File: src/rtl/draw_sprite_pkg.sv
// Shared VGA bus layout and helpers for the sprite draw stage and its neighbours.
package draw_sprite_pkg;

    localparam int CNT_W = 12;
    localparam int RGB_W = 12;

    typedef struct packed {
        logic [CNT_W-1:0] vcount;
        logic             vsync;
        logic             vblnk;
        logic [CNT_W-1:0] hcount;
        logic             hsync;
        logic             hblnk;
        logic [RGB_W-1:0] rgb;
    } vga_bus_t;

    localparam int VGA_BUS_SIZE = $bits(vga_bus_t);

    localparam logic [RGB_W-1:0] TRANSPARENT_DEFAULT = 12'hF0F;

    // Span test done at 13 bits so an origin near 4095 clips instead of wrapping.
    function automatic logic in_span(input logic [CNT_W-1:0] pos,
                                     input logic [CNT_W-1:0] origin,
                                     input int unsigned      size);
        logic [CNT_W:0] p;
        logic [CNT_W:0] o;
        p = {1'b0, pos};
        o = {1'b0, origin};
        return (p >= o) && (p < (o + (CNT_W+1)'(size)));
    endfunction

endpackage

File: src/rtl/draw_sprite_if.sv
// Pixel stream, position/control and sprite ROM signals of the sprite draw stage.
interface draw_sprite_if
    import draw_sprite_pkg::*;
#(
    parameter int ADDR_W = 14
) ();
    vga_bus_t          vga_in;
    vga_bus_t          vga_out;
    logic [CNT_W-1:0]  xpos_in;
    logic [CNT_W-1:0]  ypos_in;
    logic              anim_en;
    logic              highlight;
    logic [ADDR_W-1:0] rom_addr;
    logic [RGB_W-1:0]  rom_rgb;

    modport master (
        output vga_in, xpos_in, ypos_in, anim_en, highlight, rom_rgb,
        input  vga_out, rom_addr
    );

    modport slave (
        input  vga_in, xpos_in, ypos_in, anim_en, highlight, rom_rgb,
        output vga_out, rom_addr
    );
endinterface

File: src/rtl/draw_sprite_delay_line.sv
// Generic synchronous-reset register shift line; reusable by any draw stage.
module vga_delay_line #(
    parameter int DEPTH = 2,
    parameter int W     = 1
) (
    input  logic         clk,
    input  logic         rst,
    input  logic [W-1:0] d_i,
    output logic [W-1:0] q_o
);
    logic [W-1:0] line_q [DEPTH];

    always_ff @(posedge clk) begin
        if (rst) begin
            for (int i = 0; i < DEPTH; i++) line_q[i] <= '0;
        end else begin
            line_q[0] <= d_i;
            for (int i = 1; i < DEPTH; i++) line_q[i] <= line_q[i-1];
        end
    end

    assign q_o = line_q[DEPTH-1];
endmodule

File: src/rtl/draw_sprite.sv
// Animated sprite overlay: frame-latched position, ROM fetch, colour-key and highlight.
module draw_sprite
    import draw_sprite_pkg::*;
#(
    parameter int               WIDTH        = 48,
    parameter int               HEIGHT       = 64,
    parameter int               ADDR_X_BITS  = 6,
    parameter int               ADDR_Y_BITS  = 6,
    parameter int               FRAMES       = 4,
    parameter int               FRAME_BITS   = 2,
    parameter int               FRAME_PERIOD = 8,
    parameter int               ROM_LATENCY  = 1,
    parameter logic [RGB_W-1:0] TRANSPARENT  = TRANSPARENT_DEFAULT,
    parameter logic [RGB_W-1:0] HILITE_COLOR = 12'h00F
) (
    input  logic        pclk,
    input  logic        rst,
    draw_sprite_if.slave bus
);
    localparam int AW   = FRAME_BITS + ADDR_Y_BITS + ADDR_X_BITS;
    localparam int VS_W = (FRAME_PERIOD > 1) ? $clog2(FRAME_PERIOD) : 1;
    localparam int DL_W = VGA_BUS_SIZE + 2;

    vga_bus_t              vin;
    logic                  vs_prev_q;
    logic                  vs_rise;
    logic [CNT_W-1:0]      x_q, x_d, y_q, y_d;
    logic [FRAME_BITS-1:0] frame_q, frame_d;
    logic [VS_W-1:0]       vs_cnt_q, vs_cnt_d;
    logic [AW-1:0]         rom_addr_q, rom_addr_d;
    logic                  inside_s0;
    logic [ADDR_X_BITS-1:0] dx;
    logic [ADDR_Y_BITS-1:0] dy;
    logic [DL_W-1:0]       dl_out;
    vga_bus_t              vd;
    logic                  inside_dl, hl_dl;
    vga_bus_t              out_q, out_d;

    assign vin     = bus.vga_in;
    assign vs_rise = vin.vsync & ~vs_prev_q;

    // Position and animation only move on a vsync rising edge, so a frame never tears.
    always_comb begin
        x_d      = x_q;
        y_d      = y_q;
        frame_d  = frame_q;
        vs_cnt_d = vs_cnt_q;
        if (vs_rise) begin
            x_d = bus.xpos_in;
            y_d = bus.ypos_in;
            if (bus.anim_en) begin
                if (vs_cnt_q == VS_W'(FRAME_PERIOD - 1)) begin
                    vs_cnt_d = '0;
                    frame_d  = (frame_q == FRAME_BITS'(FRAMES - 1)) ? '0 : frame_q + 1'b1;
                end else begin
                    vs_cnt_d = vs_cnt_q + 1'b1;
                end
            end
        end
    end

    assign inside_s0 = in_span(vin.hcount, x_q, WIDTH) && in_span(vin.vcount, y_q, HEIGHT)
                       && !vin.hblnk && !vin.vblnk;
    assign dx         = vin.hcount[ADDR_X_BITS-1:0] - x_q[ADDR_X_BITS-1:0];
    assign dy         = vin.vcount[ADDR_Y_BITS-1:0] - y_q[ADDR_Y_BITS-1:0];
    assign rom_addr_d = {frame_q, dy, dx};

    vga_delay_line #(
        .DEPTH (ROM_LATENCY + 1),
        .W     (DL_W)
    ) u_delay (
        .clk (pclk),
        .rst (rst),
        .d_i ({vin, inside_s0, bus.highlight}),
        .q_o (dl_out)
    );

    assign {vd, inside_dl, hl_dl} = dl_out;

    always_comb begin
        out_d = vd;
        if (inside_dl && hl_dl)                      out_d.rgb = HILITE_COLOR;
        else if (inside_dl && bus.rom_rgb != TRANSPARENT) out_d.rgb = bus.rom_rgb;
    end

    always_ff @(posedge pclk) begin
        if (rst) begin
            vs_prev_q  <= 1'b0;
            x_q        <= '0;
            y_q        <= '0;
            frame_q    <= '0;
            vs_cnt_q   <= '0;
            rom_addr_q <= '0;
            out_q      <= '0;
        end else begin
            vs_prev_q  <= vin.vsync;
            x_q        <= x_d;
            y_q        <= y_d;
            frame_q    <= frame_d;
            vs_cnt_q   <= vs_cnt_d;
            rom_addr_q <= rom_addr_d;
            out_q      <= out_d;
        end
    end

    assign bus.rom_addr = rom_addr_q;
    assign bus.vga_out  = out_q;
endmodule

File: src/flat_wrapper.sv
// flat-port wrapper written by rule: the top's interface ports become plain ports
module draw_sprite_flat import draw_sprite_pkg::*;
#(
    parameter int               WIDTH        = 48,
    parameter int               HEIGHT       = 64,
    parameter int               ADDR_X_BITS  = 6,
    parameter int               ADDR_Y_BITS  = 6,
    parameter int               FRAMES       = 4,
    parameter int               FRAME_BITS   = 2,
    parameter int               FRAME_PERIOD = 8,
    parameter int               ROM_LATENCY  = 1,
    parameter logic [RGB_W-1:0] TRANSPARENT  = TRANSPARENT_DEFAULT,
    parameter logic [RGB_W-1:0] HILITE_COLOR = 12'h00F
)
  (pclk, rst, bus_vga_in, bus_xpos_in, bus_ypos_in, bus_anim_en, bus_highlight, bus_rom_rgb, bus_vga_out, bus_rom_addr);
  draw_sprite_if #(.ADDR_W(14)) bus_i ();
  input  logic pclk;
  input  logic rst;
  input wire logic [$bits(bus_i.vga_in)-1:0] bus_vga_in;
  input wire logic [$bits(bus_i.xpos_in)-1:0] bus_xpos_in;
  input wire logic [$bits(bus_i.ypos_in)-1:0] bus_ypos_in;
  input wire logic [$bits(bus_i.anim_en)-1:0] bus_anim_en;
  input wire logic [$bits(bus_i.highlight)-1:0] bus_highlight;
  input wire logic [$bits(bus_i.rom_rgb)-1:0] bus_rom_rgb;
  output wire logic [$bits(bus_i.vga_out)-1:0] bus_vga_out;
  output wire logic [$bits(bus_i.rom_addr)-1:0] bus_rom_addr;
  assign bus_i.vga_in = bus_vga_in;
  assign bus_i.xpos_in = bus_xpos_in;
  assign bus_i.ypos_in = bus_ypos_in;
  assign bus_i.anim_en = bus_anim_en;
  assign bus_i.highlight = bus_highlight;
  assign bus_i.rom_rgb = bus_rom_rgb;
  assign bus_vga_out = bus_i.vga_out;
  assign bus_rom_addr = bus_i.rom_addr;
  draw_sprite #(.WIDTH(WIDTH), .HEIGHT(HEIGHT), .ADDR_X_BITS(ADDR_X_BITS), .ADDR_Y_BITS(ADDR_Y_BITS), .FRAMES(FRAMES), .FRAME_BITS(FRAME_BITS), .FRAME_PERIOD(FRAME_PERIOD), .ROM_LATENCY(ROM_LATENCY), .TRANSPARENT(TRANSPARENT), .HILITE_COLOR(HILITE_COLOR)) u_core (.pclk(pclk), .rst(rst), .bus(bus_i));
endmodule
File: config.mk
export PLATFORM = sky130hd
export DESIGN_NAME = draw_sprite_flat
export DESIGN_NICKNAME = d
export VERILOG_FILES = /design/src/rtl/draw_sprite_pkg.sv /design/src/rtl/draw_sprite_if.sv /design/src/rtl/draw_sprite_delay_line.sv /design/src/rtl/draw_sprite.sv /design/src/flat_wrapper.sv
export SDC_FILE = /design/constraint.sdc
export NUM_CORES = 1
export LEC_CHECK = 0
export ABC_AREA = 1
export ABC_CLOCK_PERIOD_IN_PS = 1800
export CORE_MARGIN = 2
export CORE_UTILIZATION = 35
export CTS_BUF_LIST = sky130_fd_sc_hd__clkbuf_16
export CTS_CLUSTER_SIZE = 20
export DETAILED_ROUTE_END_ITERATION = 6
export GPL_TIMING_DRIVEN = 1
export SETUP_SLACK_MARGIN = 0.02
export SYNTH_ARGS = -nofsm -noshare
export SYNTH_HDL_FRONTEND = slang
export SYNTH_SLANG_ARGS = --single-unit
File: constraint.sdc
create_clock -name pclk -period 1.8 [get_ports pclk]
set_input_delay 0.36 -clock pclk [delete_from_list [all_inputs] [get_ports pclk]]
set_output_delay 0.36 -clock pclk [all_outputs]
set_load 0.1 [all_outputs]
# Word level (Yosys, flattened, before mapping)
# Memory sizes are Yosys's and may differ from the RTL's.
# Index checks and enable logic that the tools add are counted.
# totals
regBits	84
ramBits	84
inputBits	80
wordCells	53
mem_count	1
# classes
n_addsub	6
magnitude_cmp	4
eq_ne	3
mux	9
n_bitwise	4
n_reduce_logical	12
# mem_list
name	depth	width	rd	rd_ports_with_merged_regs	write_ports	line_no	source
u_core.u_delay.line_q	2	42	2	0	2	draw_sprite_delay_line.sv:11	logic [W-1:0] line_q [DEPTH];
# op_table
op	n
42-bit 2-to-1 mux	2
12-bit by 13-bit less-than comparator with 1-bit output	2
12-bit greater-or-equal comparator	2
12-bit by 6-bit adder with 13-bit output, second input constant	1
12-bit by 7-bit adder with 13-bit output, second input constant	1
12-bit 2-to-1 mux	1
12-bit != test, second input constant	1
6-bit subtractor	2
1-bit logical AND	7
4-bit 2-to-1 mux	1
3-bit by 1-bit adder with 3-bit output, second input constant	1
3-bit == test, second input constant	1
1-bit 2-to-1 mux	3
3-bit 2-to-1 mux	1
3-bit AND reduction	1
2-bit by 1-bit adder with 2-bit output, second input constant	1
2-bit == test, second input constant	1
1-bit logical NOT	2
2-bit 2-to-1 mux	1
1-bit bitwise OR	2
2-bit AND reduction	1
2-bit OR reduction	1
1-bit AND	1
1-bit NOT	1

# Logic depth before layout (Yosys ltp)
# depth
ltp_word	7
ltp_mapped	15
depth_no_buf	15

# Hierarchy
# A second synthesis with hierarchy kept.
# hier_totals
cells_unflattened	818
area_unflattened_um2	6744.0
# by_module_without_submodules
module	instances	cells_per_inst	area_each_um2	seq_area_each_um2
draw_sprite	1	515	4031.4	1681.6
vga_delay_line	1	303	2712.6	1681.6

# Worst setup path after synthesis
# Ideal clock, no wire load.
# synth_timing
kind	register to register
startpoint	register u_core.x_q[4]
endpoint	memory u_core.u_delay.line_q[0][1] (netlist bit)
setup_time_ps	64
arrival_ps	1734
path_slack_ps	3
path_stages_with_launch	16
period_less_slack_ps	1797
path_cell_list	dfxtp_1 -> inv_1 -> ha_1 -> nor2_2 -> nand2_1 -> xor2_1 -> ha_1 -> nand2_1 -> nand2_1 -> nand2_1 -> nand2_1 -> nand2_1 -> nand3_1 -> nor2_1 -> nand3_1 -> nor2_1
# synth_rtl
item	line_no	source
start, declared	draw_sprite.sv:27	logic [CNT_W-1:0] x_q, x_d, y_q, y_d;
start signal, assigned	draw_sprite.sv:89	x_q <= '0;
start signal, assigned	draw_sprite.sv:97	x_q <= x_d;
end, declared	draw_sprite_delay_line.sv:11	

==> summary.txt <==
Status
  • Outcome: finished, violations left
  • Failing checks: negative setup slack

Critical path
  • Crit path arrival time: 2250 ps
  • CP endpoint kind: register
  • Worst Path Max Fanout: 3
  • Crit path buf inv count: 2
  • Crit start category: register
  • Setup CP Type: register to register
  • Crit-path max cell delay: 350 ps
  • Reg2reg end: u_core.u_delay.line_q[0][1]
  • FF-to-FF Start: u_core.x_q[4]
  • Crit path cell chain: inv_4, ha_4, nor2_4, buf_4, xor2_1, ha_1, a21o_1, nor2_1, nor2_2, nor2_1, nand3_1, nor2_1
  • CP delay by family, top: simple AND/OR/NAND/NOR gates
  • Slowest CP cell: dfxtp_2
  • FF-to-FF setup slack: -90 ps
  • Worst-case reg-to-reg path depth: 12
  • Required @ worst endpoint: 2150 ps
  • CP most frequent cell: nor2_1

Placement
  • IO buf count: 133
  • Placed cell areas: 8785 µm²
  • Inst Count DP: 1159
  • HPWL after DPL: 10.07 mm
  • Post-Place Worst Slack: -355.2 ps
  • Placer Congestion: 0.8174

Clock network
  • Skew-Pair Late Insertion Delay: 420 ps
  • Max Buffers Root-to-Sink: 2
  • CTS tree: built
  • Hold buffer count at CTS: 0
  • Clk sink count: 167
  • CTS clk-pin slew, worst paths: 60 ps
  • Clk root buf: clkbuf_16
  • CTS buffer count: 17
  • CTS H-tree depth: 4

Hold path
  • Hold Path End: u_core.u_delay.line_q[0][1]
  • Hold WC Path Type: input pin to register
  • Hold path cells: 6
  • Hold Crit Start: rst

Pwr
  • Net Switching: 2.554 mW
  • Internal power: 6.369 mW
  • LEAKAGE: 4.261 nW
  • Peak supply drop: 0.0006967 V
  • Sw Share: 28.62%
  • Combinational fraction of design power: 18.4%
  • Sequential Power Share: 44.6%
  • Pwr per Cell Area: 949.9 nW/µm²
  • Clock Power Share: 37.0%
  • Power Total: 8.922 mW

Yosys
  • Count leader, synth: dfxtp_1
  • Synth top cells by count: 167 x dfxtp_1, 160 x inv_1, 141 x nor2_1, 82 x nand2_1, 56 x a21oi_1
  • Ys flop type: dfxtp_1
  • Top cell type's share of synthesized area: 52.69%
  • Netlist cell types: 31
  • Syn_nets: 894
  • Synth warn: 0
  • Register area share after synthesis: 52.69%
  • Synthesized flop and latch total: 167
  • Ys async rst share: 0%
  • Post-synth EDFFs: 0
  • Syn Inst Count: 769
  • Ranking of synthesized cells by area: dfxtp_1 53%, inv_1 9.5%, ha_1 8.5%
  • Yosys top cell by area: dfxtp_1
  • Mapped Area: 6345 µm²
  • Avg Cell Area, Syn: 8.251 µm²

Cells and area
  • Layout Cells excl Fill: 1195
  • Nets: 1078
  • Util after Layout: 52.47%
  • Register area: 3344 µm²
  • Area growth syn-to-layout: 48.04%
  • Design Area, Final: 9393 µm²
  • Fraction of layout cells with a size suffix above 1: 16.15%
  • Fill cell count: 1671
  • Diodes inserted: 0
  • Multi-input gate area: 2336 µm²

Timing
  • Fin Clk Skew: 8.354 ps
  • Max-Slew Margin vs Limit: 60.72%
  • WHS: 382.5 ps
  • Least-Margin Pin Slew: 589.2 ps
  • Setup TNS: -94.47 ps
  • Final setup viols: 1
  • Tmin final: 1894 ps
  • Fin. max-slew vios: 0
  • Final Hold Viols: 0
  • RSZ-0062 raised after global routing: yes
  • F_max: 0.5279 GHz
  • Final period util: 105.2%
  • Final WS setup: -94.47 ps

Drt
  • Vias per cell: 4.120
  • Total Routed Length: 13.28 mm
  • Routed wire per std cell: 11.11 µm
  • Antenna viol nets, final: 0
  • DR pass1 iterations: 4
  • Iteration-0 DRC count of the detailed router: 132
  • DRC viols: 0
  • Vias: 4923

Global route
  • Largest net degree at the start of global routing: 59
  • GRT overflow: 0
  • Vias in the first global route: 4559
  • First-pass GRT wire length: 21.65 mm
  • Initial antenna violation count: 0
  • GRT Overall Usage: 14.17%

Die
  • Die area: 19220 µm²
  • Num ports: 134
  • Die width: 138.6 µm
  • Die Ht: 138.6 µm
  • Starting Density: 35.44%
  • CORE AREA: 17900 µm²
  • Rows: 49

Flow run
  • Maxcap violations: 0
-- area by class of cell --
class	instances	area share [%]
clock buffers	17	4.529
clock inverters	15	1.132
inverters	161	6.461
multi-input cells	419	24.87
flip-flops and latches	167	35.61
well taps	229	3.050
repair buffers	187	24.35
-- power groups by stage --
stage               registers [mW]  clock network, mW  logic, mW
floorplan                     4.44                  0      0.532
global placement              4.06                  0       1.61
detailed placement            4.06                  0       1.63
CTS                           3.98               3.38       1.65
global route                  3.99               3.54       1.79
finish                        3.98               3.30       1.64
-- how the worst max path moves through the flow --
stage	slack (ps)	depth (start not counted)	to	startpoint
CTS	-110	12	u_core.u_delay.line_q[0][1]	u_core.x_q[4]
floorplan	30	15	u_core.u_delay.line_q[0][1]	u_core.x_q[4]
detailed placement	-360	10	u_core.u_delay.line_q[0][1]	bus_vga_in[28]
global route	-290	13	u_core.u_delay.line_q[0][1]	u_core.x_q[4]
global placement	-340	10	u_core.u_delay.line_q[0][1]	bus_vga_in[28]
finish	-90	12	u_core.u_delay.line_q[0][1]	u_core.x_q[4]
-- layout by cell type, fill, tap and decap left out, types with 3 or more instances in the layout --
master	instances
o21ai_0	30
clkbuf_16	17
inv_6	4
a21oi_2	3
buf_12	55
inv_1	161
ha_1	42
clkinv_4	3
nor3_1	4
a21oi_1	56
buf_4	54
o21a_1	3
o21ai_1	3
nand3_1	19
nor2_1	140
nor2_2	3
xor2_1	10
clkdlybuf4s50_1	78
dfxtp_1	166
nand2_1	80
nand4_1	5
-- metal layers --
| layer | global-route usage (%) | up-vias | share of wire, % |
|---|---|---|---|
| li1 | - | 2706 | - |
| met1 | 17.95 | 2093 | 49 |
| met2 | 22.95 | 105 | 45 |
| met3 | 3.695 | 19 | 3.7 |
| met4 | 6.061 | 0 | 2.1 |
| met5 | 0 | - | 0 |
-- worst register-to-register path: cells and delay by family, from the launching register on --
| kind | cells | cell delay (ps) |
|---|---|---|
| AND/OR/NAND/NOR | 6 | 560 |
| adder cells (fa/ha/maj) | 2 | 430 |
| flip-flops | 1 | 350 |
| AO/OA/AOI/OAI | 1 | 170 |
| buffers and inverters | 2 | 170 |
| XOR/XNOR | 1 | 150 |
-- registers in the layout (all words and copies together) (netlist names) --
signal                 flops
u_core.bus.rom_addr       14
u_core.bus.vga_out        40
u_core.frame_q             2
u_core.u_delay.line_q     84
u_core.vs_cnt_q            3
u_core.x_q                12
u_core.y_q                12
-- cells by family (layout without fill, tap and decap cells) --
| family | count (synthesis) | count (layout) | synth area share, % |
|---|---|---|---|
| fa+ha+maj | 45 | 45 | 9.111 |
| buf+inv | 183 | 380 | 11.16 |
| flops | 167 | 167 | 52.69 |
| compound gates | 98 | 98 | 8.203 |
| simple gates | 264 | 264 | 17.18 |
| xor+xnor | 12 | 12 | 1.656 |
-- what timing repair did --
| item | 4_1_cts | 5_1_grt |
|---|---|---|
| endpoints found under the hold margin | 0 | 0 |
| pin swaps | 8 | 10 |
| buffers inserted | 2 | 2 |
| endpoints found under the setup margin | 1 | 1 |
| resized for setup | 8 | 5 |
Power figures use the tool's default switching activity.
